**src/rtl/uart_pkg.sv**
```systemverilog
// uart_pkg
// Shared definitions for the UART blocks: receiver state encoding, frame
// constants and the helper that derives the baud tick divider from the
// clock frequency, baud rate and oversampling factor.
`timescale 1ps/1ps
package uart_pkg;

    localparam int DATA_BITS      = 8;
    localparam int OVERSAMPLE_DEF = 16;

    typedef enum logic [1:0] {
        IDLE  = 2'd0,
        START = 2'd1,
        DATA  = 2'd2,
        STOP  = 2'd3
    } rx_state_e;

    // Clocks per sample tick; integer division, so the real baud rate is
    // slightly above the nominal one when the ratio is not exact.
    function automatic int calcDiv(input int clkFreq, input int baud, input int oversample);
        return clkFreq / (baud * oversample);
    endfunction

endpackage

```
**src/rtl/uart_baud_tick.sv**
```systemverilog
// uart_baud_tick
// Free-running divider producing a single-clock enable pulse every DIV
// clocks. Used as a clock enable rather than a derived clock, so that
// everything downstream stays in the system clock domain.
//
// Ports:
//   clk_i   system clock
//   rst_i   synchronous active-high reset (counter back to 0)
//   tick_o  one-clock pulse when the counter wraps from DIV-1 to 0
`timescale 1ps/1ps
module uart_baud_tick #(
    parameter int DIV = 651
) (
    input  logic clk_i,
    input  logic rst_i,
    output logic tick_o
);

    // A divider of 1 still needs a one-bit counter; it simply never leaves 0
    // and the tick is then permanently asserted.
    localparam int CNT_W = (DIV > 1) ? $clog2(DIV) : 1;
    localparam logic [CNT_W-1:0] CNT_LAST = CNT_W'(DIV - 1);

    logic [CNT_W-1:0] count_q;
    logic [CNT_W-1:0] count_d;

    always_comb begin
        count_d = count_q + 1'b1;
        tick_o  = 1'b0;
        if (count_q == CNT_LAST) begin
            count_d = '0;
            tick_o  = 1'b1;
        end
    end

    always_ff @(posedge clk_i) begin
        if (rst_i) begin
            count_q <= '0;
        end else begin
            count_q <= count_d;
        end
    end

endmodule

```
**src/rtl/uart_rx.sv**
```systemverilog
// uart_rx
// 8N1 UART receiver. Oversamples the asynchronous rx line, recovers start,
// eight data bits (LSB first) and stop bit, and presents each good byte with
// a one-clock strobe. A low stop bit produces a one-clock framing error pulse
// and leaves the output byte untouched.
//
// Ports:
//   clk     system clock, all logic on its rising edge
//   rst     synchronous active-high reset
//   rx      asynchronous serial input, idle high
//   dout    last correctly framed byte
//   dvalid  one-clock pulse, dout updated this cycle
//   ferr    one-clock pulse, stop bit sampled low
//   busy    high while a frame is in progress
`timescale 1ps/1ps
module uart_rx
    import uart_pkg::*;
#(
    parameter int CLK_FREQ   = 100_000_000,
    parameter int BAUD       = 9600,
    parameter int OVERSAMPLE = OVERSAMPLE_DEF,
    parameter int DIV        = calcDiv(CLK_FREQ, BAUD, OVERSAMPLE)
) (
    input  logic       clk,
    input  logic       rst,
    input  logic       rx,
    output logic [7:0] dout,
    output logic       dvalid,
    output logic       ferr,
    output logic       busy
);

    localparam int SCNT_W = $clog2(OVERSAMPLE);
    localparam int BCNT_W = $clog2(DATA_BITS + 1);
    localparam logic [SCNT_W-1:0] SCNT_MID  = SCNT_W'(OVERSAMPLE / 2 - 1);
    localparam logic [SCNT_W-1:0] SCNT_LAST = SCNT_W'(OVERSAMPLE - 1);
    localparam logic [BCNT_W-1:0] BCNT_LAST = BCNT_W'(DATA_BITS - 1);

    logic                 tick;
    logic                 rxMeta_q;
    logic                 rxSync_q;
    rx_state_e            state_q,     state_d;
    logic [SCNT_W-1:0]    sampleCnt_q, sampleCnt_d;
    logic [BCNT_W-1:0]    bitCnt_q,    bitCnt_d;
    logic [DATA_BITS-1:0] shiftReg_q,  shiftReg_d;
    logic [DATA_BITS-1:0] dout_q,      dout_d;
    logic                 dvalid_q,    dvalid_d;
    logic                 ferr_q,      ferr_d;
    logic                 busy_q;

    uart_baud_tick #(
        .DIV (DIV)
    ) u_baud_tick (
        .clk_i  (clk),
        .rst_i  (rst),
        .tick_o (tick)
    );

    // Two-flop synchronizer; reset to the idle level so that leaving reset
    // never looks like a start bit.
    always_ff @(posedge clk) begin
        if (rst) begin
            rxMeta_q <= 1'b1;
            rxSync_q <= 1'b1;
        end else begin
            rxMeta_q <= rx;
            rxSync_q <= rxMeta_q;
        end
    end

    // The start bit is confirmed half a bit in; from there a full bit period
    // of ticks lands every later decision in the middle of its bit. The stop
    // bit decision returns straight to IDLE so a back-to-back start bit is
    // not missed.
    always_comb begin
        state_d     = state_q;
        sampleCnt_d = sampleCnt_q;
        bitCnt_d    = bitCnt_q;
        shiftReg_d  = shiftReg_q;
        dout_d      = dout_q;
        dvalid_d    = 1'b0;
        ferr_d      = 1'b0;

        if (tick) begin
            case (state_q)
                IDLE: begin
                    if (!rxSync_q) begin
                        sampleCnt_d = '0;
                        state_d     = START;
                    end
                end
                START: begin
                    if (sampleCnt_q == SCNT_MID) begin
                        sampleCnt_d = '0;
                        if (!rxSync_q) begin
                            bitCnt_d = '0;
                            state_d  = DATA;
                        end else begin
                            state_d  = IDLE;
                        end
                    end else begin
                        sampleCnt_d = sampleCnt_q + 1'b1;
                    end
                end
                DATA: begin
                    if (sampleCnt_q == SCNT_LAST) begin
                        shiftReg_d  = {rxSync_q, shiftReg_q[DATA_BITS-1:1]};
                        bitCnt_d    = bitCnt_q + 1'b1;
                        sampleCnt_d = '0;
                        if (bitCnt_q == BCNT_LAST) begin
                            state_d = STOP;
                        end
                    end else begin
                        sampleCnt_d = sampleCnt_q + 1'b1;
                    end
                end
                STOP: begin
                    if (sampleCnt_q == SCNT_LAST) begin
                        if (rxSync_q) begin
                            dout_d   = shiftReg_q;
                            dvalid_d = 1'b1;
                        end else begin
                            ferr_d   = 1'b1;
                        end
                        sampleCnt_d = '0;
                        state_d     = IDLE;
                    end else begin
                        sampleCnt_d = sampleCnt_q + 1'b1;
                    end
                end
                default: begin
                    state_d = IDLE;
                end
            endcase
        end
    end

    // busy is registered from the next state so that it drops on the same
    // edge that raises dvalid or ferr.
    always_ff @(posedge clk) begin
        if (rst) begin
            state_q     <= IDLE;
            sampleCnt_q <= '0;
            bitCnt_q    <= '0;
            shiftReg_q  <= '0;
            dout_q      <= '0;
            dvalid_q    <= 1'b0;
            ferr_q      <= 1'b0;
            busy_q      <= 1'b0;
        end else begin
            state_q     <= state_d;
            sampleCnt_q <= sampleCnt_d;
            bitCnt_q    <= bitCnt_d;
            shiftReg_q  <= shiftReg_d;
            dout_q      <= dout_d;
            dvalid_q    <= dvalid_d;
            ferr_q      <= ferr_d;
            busy_q      <= (state_d != IDLE);
        end
    end

    assign dout   = dout_q;
    assign dvalid = dvalid_q;
    assign ferr   = ferr_q;
    assign busy   = busy_q;

endmodule
```
**config.mk**
```make
export PLATFORM = sky130hd
export DESIGN_NAME = uart_rx
export DESIGN_NICKNAME = d
export VERILOG_FILES = /design/src/rtl/uart_pkg.sv /design/src/rtl/uart_baud_tick.sv /design/src/rtl/uart_rx.sv
export SDC_FILE = /design/constraint.sdc
export NUM_CORES = 1
export LEC_CHECK = 0
export CORE_AREA = 4 4 81 83
export DETAILED_ROUTE_END_ITERATION = 6
export DIE_AREA = 0 0 85 87
export PLACE_DENSITY = 0.54
export SYNTH_ARGS = -nofsm -noshare
export SYNTH_HDL_FRONTEND = slang
export SYNTH_SLANG_ARGS = --single-unit
export TNS_END_PERCENT = 100
```
**constraint.sdc**
```tcl
create_clock -name clk -period 3.99 [get_ports clk]
set_input_delay 0.798 -clock clk [delete_from_list [all_inputs] [get_ports clk]]
set_output_delay 0.798 -clock clk [all_outputs]
set_load 0.1 [all_outputs]
```
==> Word level (Yosys, flattened, before mapping) <==
Cells that the tools add are included.
Widths: inputs -> output; s select.
{ "classes": {"shift": 0, "bitwise_logic": 3, "n_mul": 0, "n_div": 0, "eq_ne": 11, "muxes": 18, "reduce_logical": 10, "addsub": 3, "n_lt_le_gt_ge": 0} }
{ "op_table": {"columns": ["cell", "count"], "rows": [
  ["$mux 4", 5],
  ["$mux 2", 7],
  ["$pmux 4 s3", 1],
  ["$add 10x1->10 const B", 1],
  ["$eq 10x10->1 const B", 1],
  ["$add 4x1->4 const B", 2],
  ["$eq 4x3->1 const B", 2],
  ["$ne 2x2->1 const B", 4],
  ["$pmux 2 s4", 1],
  ["$pmux 4 s2", 1],
  ["$reduce_and 5->1", 1],
  ["$eq 2x2->1 const B", 2],
  ["$eq 4x4->1 const B", 1],
  ["$reduce_and 4->1", 1],
  ["$reduce_bool 2->1", 2],
  ["$reduce_or 2->1", 2],
  ["$reduce_or 4->1", 1],
  ["$mux 1", 3],
  ["$not 1->1", 3],
  ["$reduce_and 3->1", 1],
  ["$eq 2x1->1 const B", 1],
  ["$logic_not 2->1", 1],
  ["$reduce_and 2->1", 1]
]} }
{ "word_totals": {"ff_bits": 41, "latchBits": 0, "romBits": 0, "inputBits": 3, "elab_cells": 56, "ram_bits": 0, "mem_count": 0} }

==> Logic depth before layout (Yosys ltp) <==
Gate-level depths: netlist (run 1).
{ "logic_depth": {"word_depth": 6, "mapped_depth": 8, "ltp_nobuf": 7} }

==> Hierarchy <==
A second synthesis (run 1) with hierarchy kept.
{ "unflattened": {"cells_unflattened": 183, "hier_area_um2": 1751.7} }
{ "modules_own_cells": {"columns": ["module", "cells_per_inst", "seq_area_each_um2", "area_per_inst_um2", "instances"], "rows": [
  ["uart_rx", 133, 620.6, 1295.0, 1],
  ["uart_baud_tick", 50, 200.2, 456.7, 1]
]} }

==> Least setup slack after synthesis (run 1) <==
No wires, ideal clock.
{ "synth_timing": {"path_kind": "register to register", "from": "register u_baud_tick.count_q[3]", "to": "register dout_q[0], in the netlist dout[0]", "arrival_time_ns": 1.862, "slack_ns": 2.001, "path_buffers": 1, "synth_period_minus_slack_ns": 1.989, "stages_incl_launch_ff": 7, "required_time_ns": 3.862, "cell_sequence": "dfxtp_1 -> or3b_4 -> or3_1 -> buf_6 -> nor3_4 -> mux2i_1 -> nor2_1"} }
{ "synth_between": {"elab_chain_cells": 3} }
{ "synth_rtl": {"columns": ["element", "line", "text"], "rows": [
  ["start, declared", "uart_baud_tick.sv:24", "logic [CNT_W-1:0] count_q;"],
  ["start signal, assigned", "uart_baud_tick.sv:40", "count_q <= count_d;"],
  ["$eq 10x10->1", "uart_baud_tick.sv:30", "if (count_q == CNT_LAST) begin"],
  ["$mux 1", "uart_baud_tick.sv:30", null],
  ["$reduce_and 4->1 (no source line)", null, null],
  ["end signal, assigned", "uart_rx.sv:155", "dout_q <= dout_d;"],
  ["end, declared", "uart_rx.sv:46", "logic [DATA_BITS-1:0] dout_q, dout_d;"]
]} }
Every way passes these cells.
A chain may end at the register's enable or synchronous reset.

==> Worst setup path after layout (run 1) <==
{ "layout_timing": {"from": "register dout_q[7], in the netlist dout[7]", "to": "output port dout[7]"} }
{ "layout_rtl": {"columns": ["element", "line", "text"], "rows": [
  ["end, declared", "uart_rx.sv:27", "output logic [7:0] dout,"]
]} }
No word-level cell between the ends.

==> flow_summary_export.csv, run 1 <==
group,metric,value,unit
outcome,outcome,"complete, no violations",
critical_path,critical_path_class,"flop to primary output",
cts,cts_sinks,41,
yosys,syn_avg_cell_area,9.01,um^2
cells_and_area,fin_util,34.4,%
sta,finClkSkew,2.65,ps
yosys,synth_seq_cells,41,
grt,grt_pass1_vias,1237,
yosys,syn-num-nets,199,
critical_path,crit_chain,"clkdlybuf4s50_1",
floorplanning,start_util,29.6,%
yosys,synthCells,192,
yosys,ys_warn_count,0,
critical_path,crit_family,"buffers and inverters",
place,numPlacedInstances,273,
yosys,syn_area,0.00173,mm^2
sta,setup_viol,0,
pwr,power_density,347,mW/mm^2
sta,finalSetupTns,0,ps
cts,post-cts-setup-buffers,0,
cells_and_area,final_common_cell,"dfxtp_1",
run,maxCapViolCount,0,
grt,grt_max_degree,33,
critical_path,worstPathBufferInverterCount,1,
yosys,yosysTopAreaCell,"dfxtp_1",
route,dr_total_vias,1309,
critical_path,cp_slowest_cell,"clkdlybuf4s50_1",
cts,clk_pin_slew,70,ps
grt,antenna_found_initial,0,
cells_and_area,fillers,597,
critical_path,cp_max_fo,2,
critical_path,cp.depth,1,
sta,tightest_slew,974,ps
sta,rsz0062_at_grt,"false",
floorplanning,dieArea,0.00740,mm^2
cts,clk_latency,280,ps
place,placed_area,0.00192,mm^2
sta,slew_violations,0,
route,wl_per_cell,11.0,um
cts,htreeDepth,2,
route,avgViaCountPerCell,4.68,
sta,min_period,2560,ps
cells_and_area,drive_gt1_share,9.27,%
cells_and_area,area_growth,16.2,%
floorplanning,fp.dieH,87,um
route,drt-initial-drc-count,36,
critical_path,r2r_setup_slack,1730,ps
grt,grt.overflow.total,0,
critical_path,cp_data_arrival_time,1760,ps
yosys,synth.top_cell.area_share,47.4,%
floorplanning,die-width,85,um
cells_and_area,num_antenna_cells,0,
place,place_congestion,0.782,
critical_path,ff2ff_path_depth,7,
route,drcViolationCount,0,
cts,cts_max_path_buffers,2,
yosys,ys_types,40,
place,dp_hpwl,2110,um
cells_and_area,finalNetCount,212,
cts,cts_resized,0,
critical_path,critPathLaunchType,"flop",
yosys,ys_seq_area_share,47.4,%
critical_path,cpPeakStageDelay,1140,ps
critical_path,required,3190,ps
cts,cts_buffers,5,
floorplanning,core_area,0.00585,mm^2
yosys,ys.flop_type,"dfxtp_1",
sta,max_freq,0.390,GHz
floorplanning,io_pins,14,
yosys,synth_edf_count,0,
cells_and_area,final_cells,280,
route,wirelength,3080,um
sta,fin_crit_sh,64.2,%
floorplanning,placementRows,28,
cts,cts_tree,"yes",
sta,hold_violations,0,
worst_hold_path,hold_class,"flop to flop",
route,ant_nets,0,
cts,holdBufCountCts,0,
grt,grtUsageTotal,9.29,%
pwr,vdd_drop_max,0.174,mV
cells_and_area,final_cell_mix,"dfxtp_1 (41), nor2_1 (28), nand2_1 (23)",
cells_and_area,stdcell_area,0.00201,mm^2
yosys,synthArstFlopShare,0,%
route,first_pass_iters,4,
worst_hold_path,hold_depth,1,
yosys,yosys-top-cells-area,"dfxtp_1 (47%), nor2_1 (6.1%), mux2i_1 (5.2%), nand2_1 (5.0%), a21oi_1 (4.9%)",
cts,root_buffer,"clkbuf_8",
place,io_buffers,13,
critical_path,setup.worst_path.end_class,"primary output",
sta,max_slew_margin,34.9,%
pwr,leakage,0.675,nW
grt,grt_pass1_wl,5530,um
-- per-stage QoR --
| stage | hold slack (ps) | setup slack (ps) | power, mW |
|---|---|---|---|
| after global routing | 447 | 1380 | 0.731 |
| after global placement | 393 | 1580 | 0.442 |
| final | 419 | 1430 | 0.697 |
| after CTS | 419 | 1410 | 0.712 |
| after detailed placement | 401 | 1520 | 0.442 |
| after floorplan | 389 | 2000 | 0.436 |
-- routing by layer --
layer  vias to the layer above  routed length, um  global-route usage [%]
met3                         4                120                    2.74
met4                         0                 42                    4.60
met5                         -                  0                       0
met2                        24               1240                    14.0
met1                       585               1680                    12.1
li1                        696                  -                       -
-- cells by family after synthesis --
| group | Yosys count | share of synthesized area, % |
|---|---|---|
| xor+xnor | 8 | 4.05 |
| fa+ha+maj | 4 | 2.89 |
| mux | 9 | 5.21 |
| buf+inv | 11 | 2.82 |
| flops | 41 | 47.4 |
| compound gates | 32 | 11.0 |
| simple gates | 87 | 26.6 |
-- synth_stat cells (all sizes together), types with 2 or more instances --
cell type / n
nor3: 5
inv: 3
nor2: 28
mux2i: 9
nor2b: 2
o21ai: 7
clkbuf: 7
nor4: 3
nand3: 4
or2: 5
nand2: 24
dfxtp: 41
nand4: 2
a21oi: 17
ha: 4
xor2: 6
or3: 2
xnor2: 2
nand4b: 3
-- power by group --
group	switching (mW)	internal (mW)	leakage (nW)
clock network	0.127	0.137	0.0443
logic	0.0101	0.00616	0.299
registers	0.00361	0.413	0.331
total	0.141	0.556	0.675
-- flip-flops by register name, summed over array words and instances, names as in the netlist, 2 cells and up --
name / count
state_q: 2
shiftReg_q: 8
dout: 8
sampleCnt_q: 4
bitCnt_q: 4
u_baud_tick.count_q: 10
-- cell type report --
type	instances	area, um^2	area share (%)
Multi-Input combinational cell	140	861	42.8
Timing Repair Buffer	14	138	6.85
Inverter	3	11.3	0.560
Clock buffer	7	86.3	4.29
Sequential cell	41	821	40.8
Tap cell	75	93.8	4.67
-- worst paths after layout --
path	start	end
worst max-delay path	dout[7]	dout[7]
worst min-delay path	rxMeta_q	rxSync_q
worst max register to register	u_baud_tick.count_q[0]	dout[7]
worst min register to register	rxMeta_q	rxSync_q
No activity file was read; power rests on OpenSTA's default activity.
==> run 2, diff against run 1 <==
==> constraint.sdc (replaced) <==
create_clock -name clk -period 2.5 [get_ports clk]
set_input_delay 0.5 -clock clk [delete_from_list [all_inputs] [get_ports clk]]
set_output_delay 0.5 -clock clk [all_outputs]
set_load 0.1 [all_outputs]
==> run 2 against run 1 <==
  * Power increased by 67%
  * Via count rose by 2.5%
  * Highest routed layer unchanged
  * Global-route usage is 0.35 points higher
  * Sequential power is 60% higher
  * Cell area up 0.87%
  * Critical endpoint is now bitCnt_q[2]
  * Non-clock buffer count increased by 4
  * Final cell count up 1.8%
  * Core utilization increased by 0.30 points
  * Critical path depth increased by 5
==> flow_summary_export.csv, run 2 (synthesis gave the netlist of run 1 again) <==
group,metric,value,unit
place,io_buffers,13,
pwr,p_total,1.16,mW
floorplanning,die-width,85,um
sta,tightest_slew,410,ps
cts,cts_sinks,41,
pwr,leakage,0.728,nW
cts,cts_tree,"yes",
critical_path,cp_slowest_cell,"or4b_2",
cts,htreeDepth,2,
critical_path,setup.worst_path.end_class,"flop",
place,dp_hpwl,2240,um
cts,post-cts-setup-buffers,0,
critical_path,critical_path_class,"flop to flop",
worst_hold_path,whs_endpoint,"rxSync_q",
floorplanning,core_area,0.00585,mm^2
critical_path,cp_data_arrival_time,2360,ps
route,wirelength,3180,um
cells_and_area,final_common_cell,"dfxtp_1",
sta,finClkSkew,4.36,ps
cells_and_area,fillers,607,
sta,fin_crit_sh,85.2,%
critical_path,cp_max_fo,9,
sta,max_slew_margin,72.6,%
outcome,outcome,"complete, no violations",
cells_and_area,multi_input_comb_area,861,um^2
pwr,power_density,574,mW/mm^2
sta,min_period,2130,ps
cells_and_area,largest_reg_flops,10,
critical_path,rr_startpoint,"sampleCnt_q[0]",
route,avgViaCountPerCell,4.71,
cells_and_area,max_flop_register,"u_baud_tick.count_q",
cts,holdBufCountCts,0,
grt,grt_pass1_vias,1285,
floorplanning,placementRows,28,
cells_and_area,area_growth,17.2,%
worst_hold_path,min-delay-start,"rxMeta_q",
pwr,vdd_drop_max,0.311,mV
critical_path,ff2ff_path_depth,6,
route,dr_total_vias,1342,
cells_and_area,seqCellArea,821,um^2
sta,hold_violations,0,
cells_and_area,drive_gt1_share,17.1,%
place,place_congestion,0.784,
cts,cts_resized,0,
worst_hold_path,hold_depth,1,
sta,max_freq,0.469,GHz
grt,antenna_found_initial,0,
route,first_pass_iters,4,
floorplanning,fp.dieH,87,um
cells_and_area,finalNetCount,216,
cells_and_area,num_antenna_cells,0,
critical_path,regToRegEndpoint,"bitCnt_q[2]",
sta,finalSetupTns,0,ps
worst_hold_path,hold_class,"flop to flop",
sta,slew_violations,0,
grt,grtUsageTotal,9.65,%
cells_and_area,final_cell_mix,"dfxtp_1 (41), nor2_1 (28), nand2_1 (23)",
cts,cts_max_path_buffers,2,
critical_path,cpPeakStageDelay,630,ps
run,maxCapViolCount,0,
critical_path,crit_chain,"ha_1 -> nand4_1 -> nor2_1 -> nand2_2 -> or4b_2 -> a21oi_1",
floorplanning,io_pins,14,
grt,grt_pass1_wl,5730,um
route,ant_nets,0,
critical_path,r2r_setup_slack,370,ps
cts,clk_latency,290,ps
critical_path,required,2730,ps
cts,clk_pin_slew,80,ps
grt,grt.overflow.total,0,
route,drt-initial-drc-count,155,
route,drcViolationCount,0,
route,wl_per_cell,11.2,um
sta,setup_viol,0,
critical_path,critPathLaunchType,"flop",
floorplanning,dieArea,0.00740,mm^2
cts,cts_buffers,5,
floorplanning,start_util,29.6,%
sta,rsz0062_at_grt,"false",
cts,root_buffer,"clkbuf_8",
grt,grt_max_degree,14,
run 2: critical path: cells and delay by family, from the launching register on:
family / cells / cell delay, ps
fa+ha+maj: 1 / 260
compound gates: 1 / 150
flops: 1 / 370
simple gates: 4 / 1280
run 2: metal layers:
metal  wire length, um  global-route usage [%]  part of all wire, %
met5                 0                       0                    0
met4                59                    4.32                  1.9
met3               170                    3.69                  5.3
met2              1380                    15.2                   43
met1              1580                    11.7                   50
run 2: worst max-delay path by stage:
stage,endpoint,slack (ps),from,cells after the start
6_report,bitCnt_q[2],370,sampleCnt_q[0],6
5_1_grt,dout[6],180,u_baud_tick.count_q[0],8
4_1_cts,bitCnt_q[2],360,u_baud_tick.count_q[0],7
3_5_place_dp,bitCnt_q[2],380,u_baud_tick.count_q[0],7
3_3_place_gp,dout[5],440,u_baud_tick.count_q[0],8
2_1_floorplan,dout[0],510,u_baud_tick.count_q[3],6
run 2: where the power goes:
group	total, mW	leakage [nW]	internal [mW]	switching, mW
registers	0.664	0.331	0.658	0.00604
logic	0.0287	0.343	0.0120	0.0167
clock network	0.472	0.0542	0.249	0.222
run 2: layout make-up:
| type | count | share of cell area, % |
|---|---|---|
| Multi-Input combinational cell | 140 | 42.4 |
| Sequential cell | 41 | 40.5 |
| Timing Repair Buffer | 18 | 6.91 |
| Clock buffer | 7 | 4.75 |
| Tap cell | 75 | 4.63 |
| Inverter | 3 | 0.555 |
| Clock inverter | 1 | 0.247 |
run 2: through the flow:
| step | utilization, % | hold WS [ps] | std cells | cell area, um^2 | worst slack, ps |
|---|---|---|---|---|---|
| global placement | 32.9 | 393 | 277 | 1930 | 437 |
| floorplan | - | 389 | 192 | 1730 | 511 |
| CTS | 34.7 | 411 | 285 | 2030 | 364 |
| global route | 34.7 | 443 | 285 | 2030 | 177 |
| detailed placement | 32.9 | 393 | 277 | 1930 | 383 |
| finish | 34.7 | 411 | 285 | 2030 | 370 |
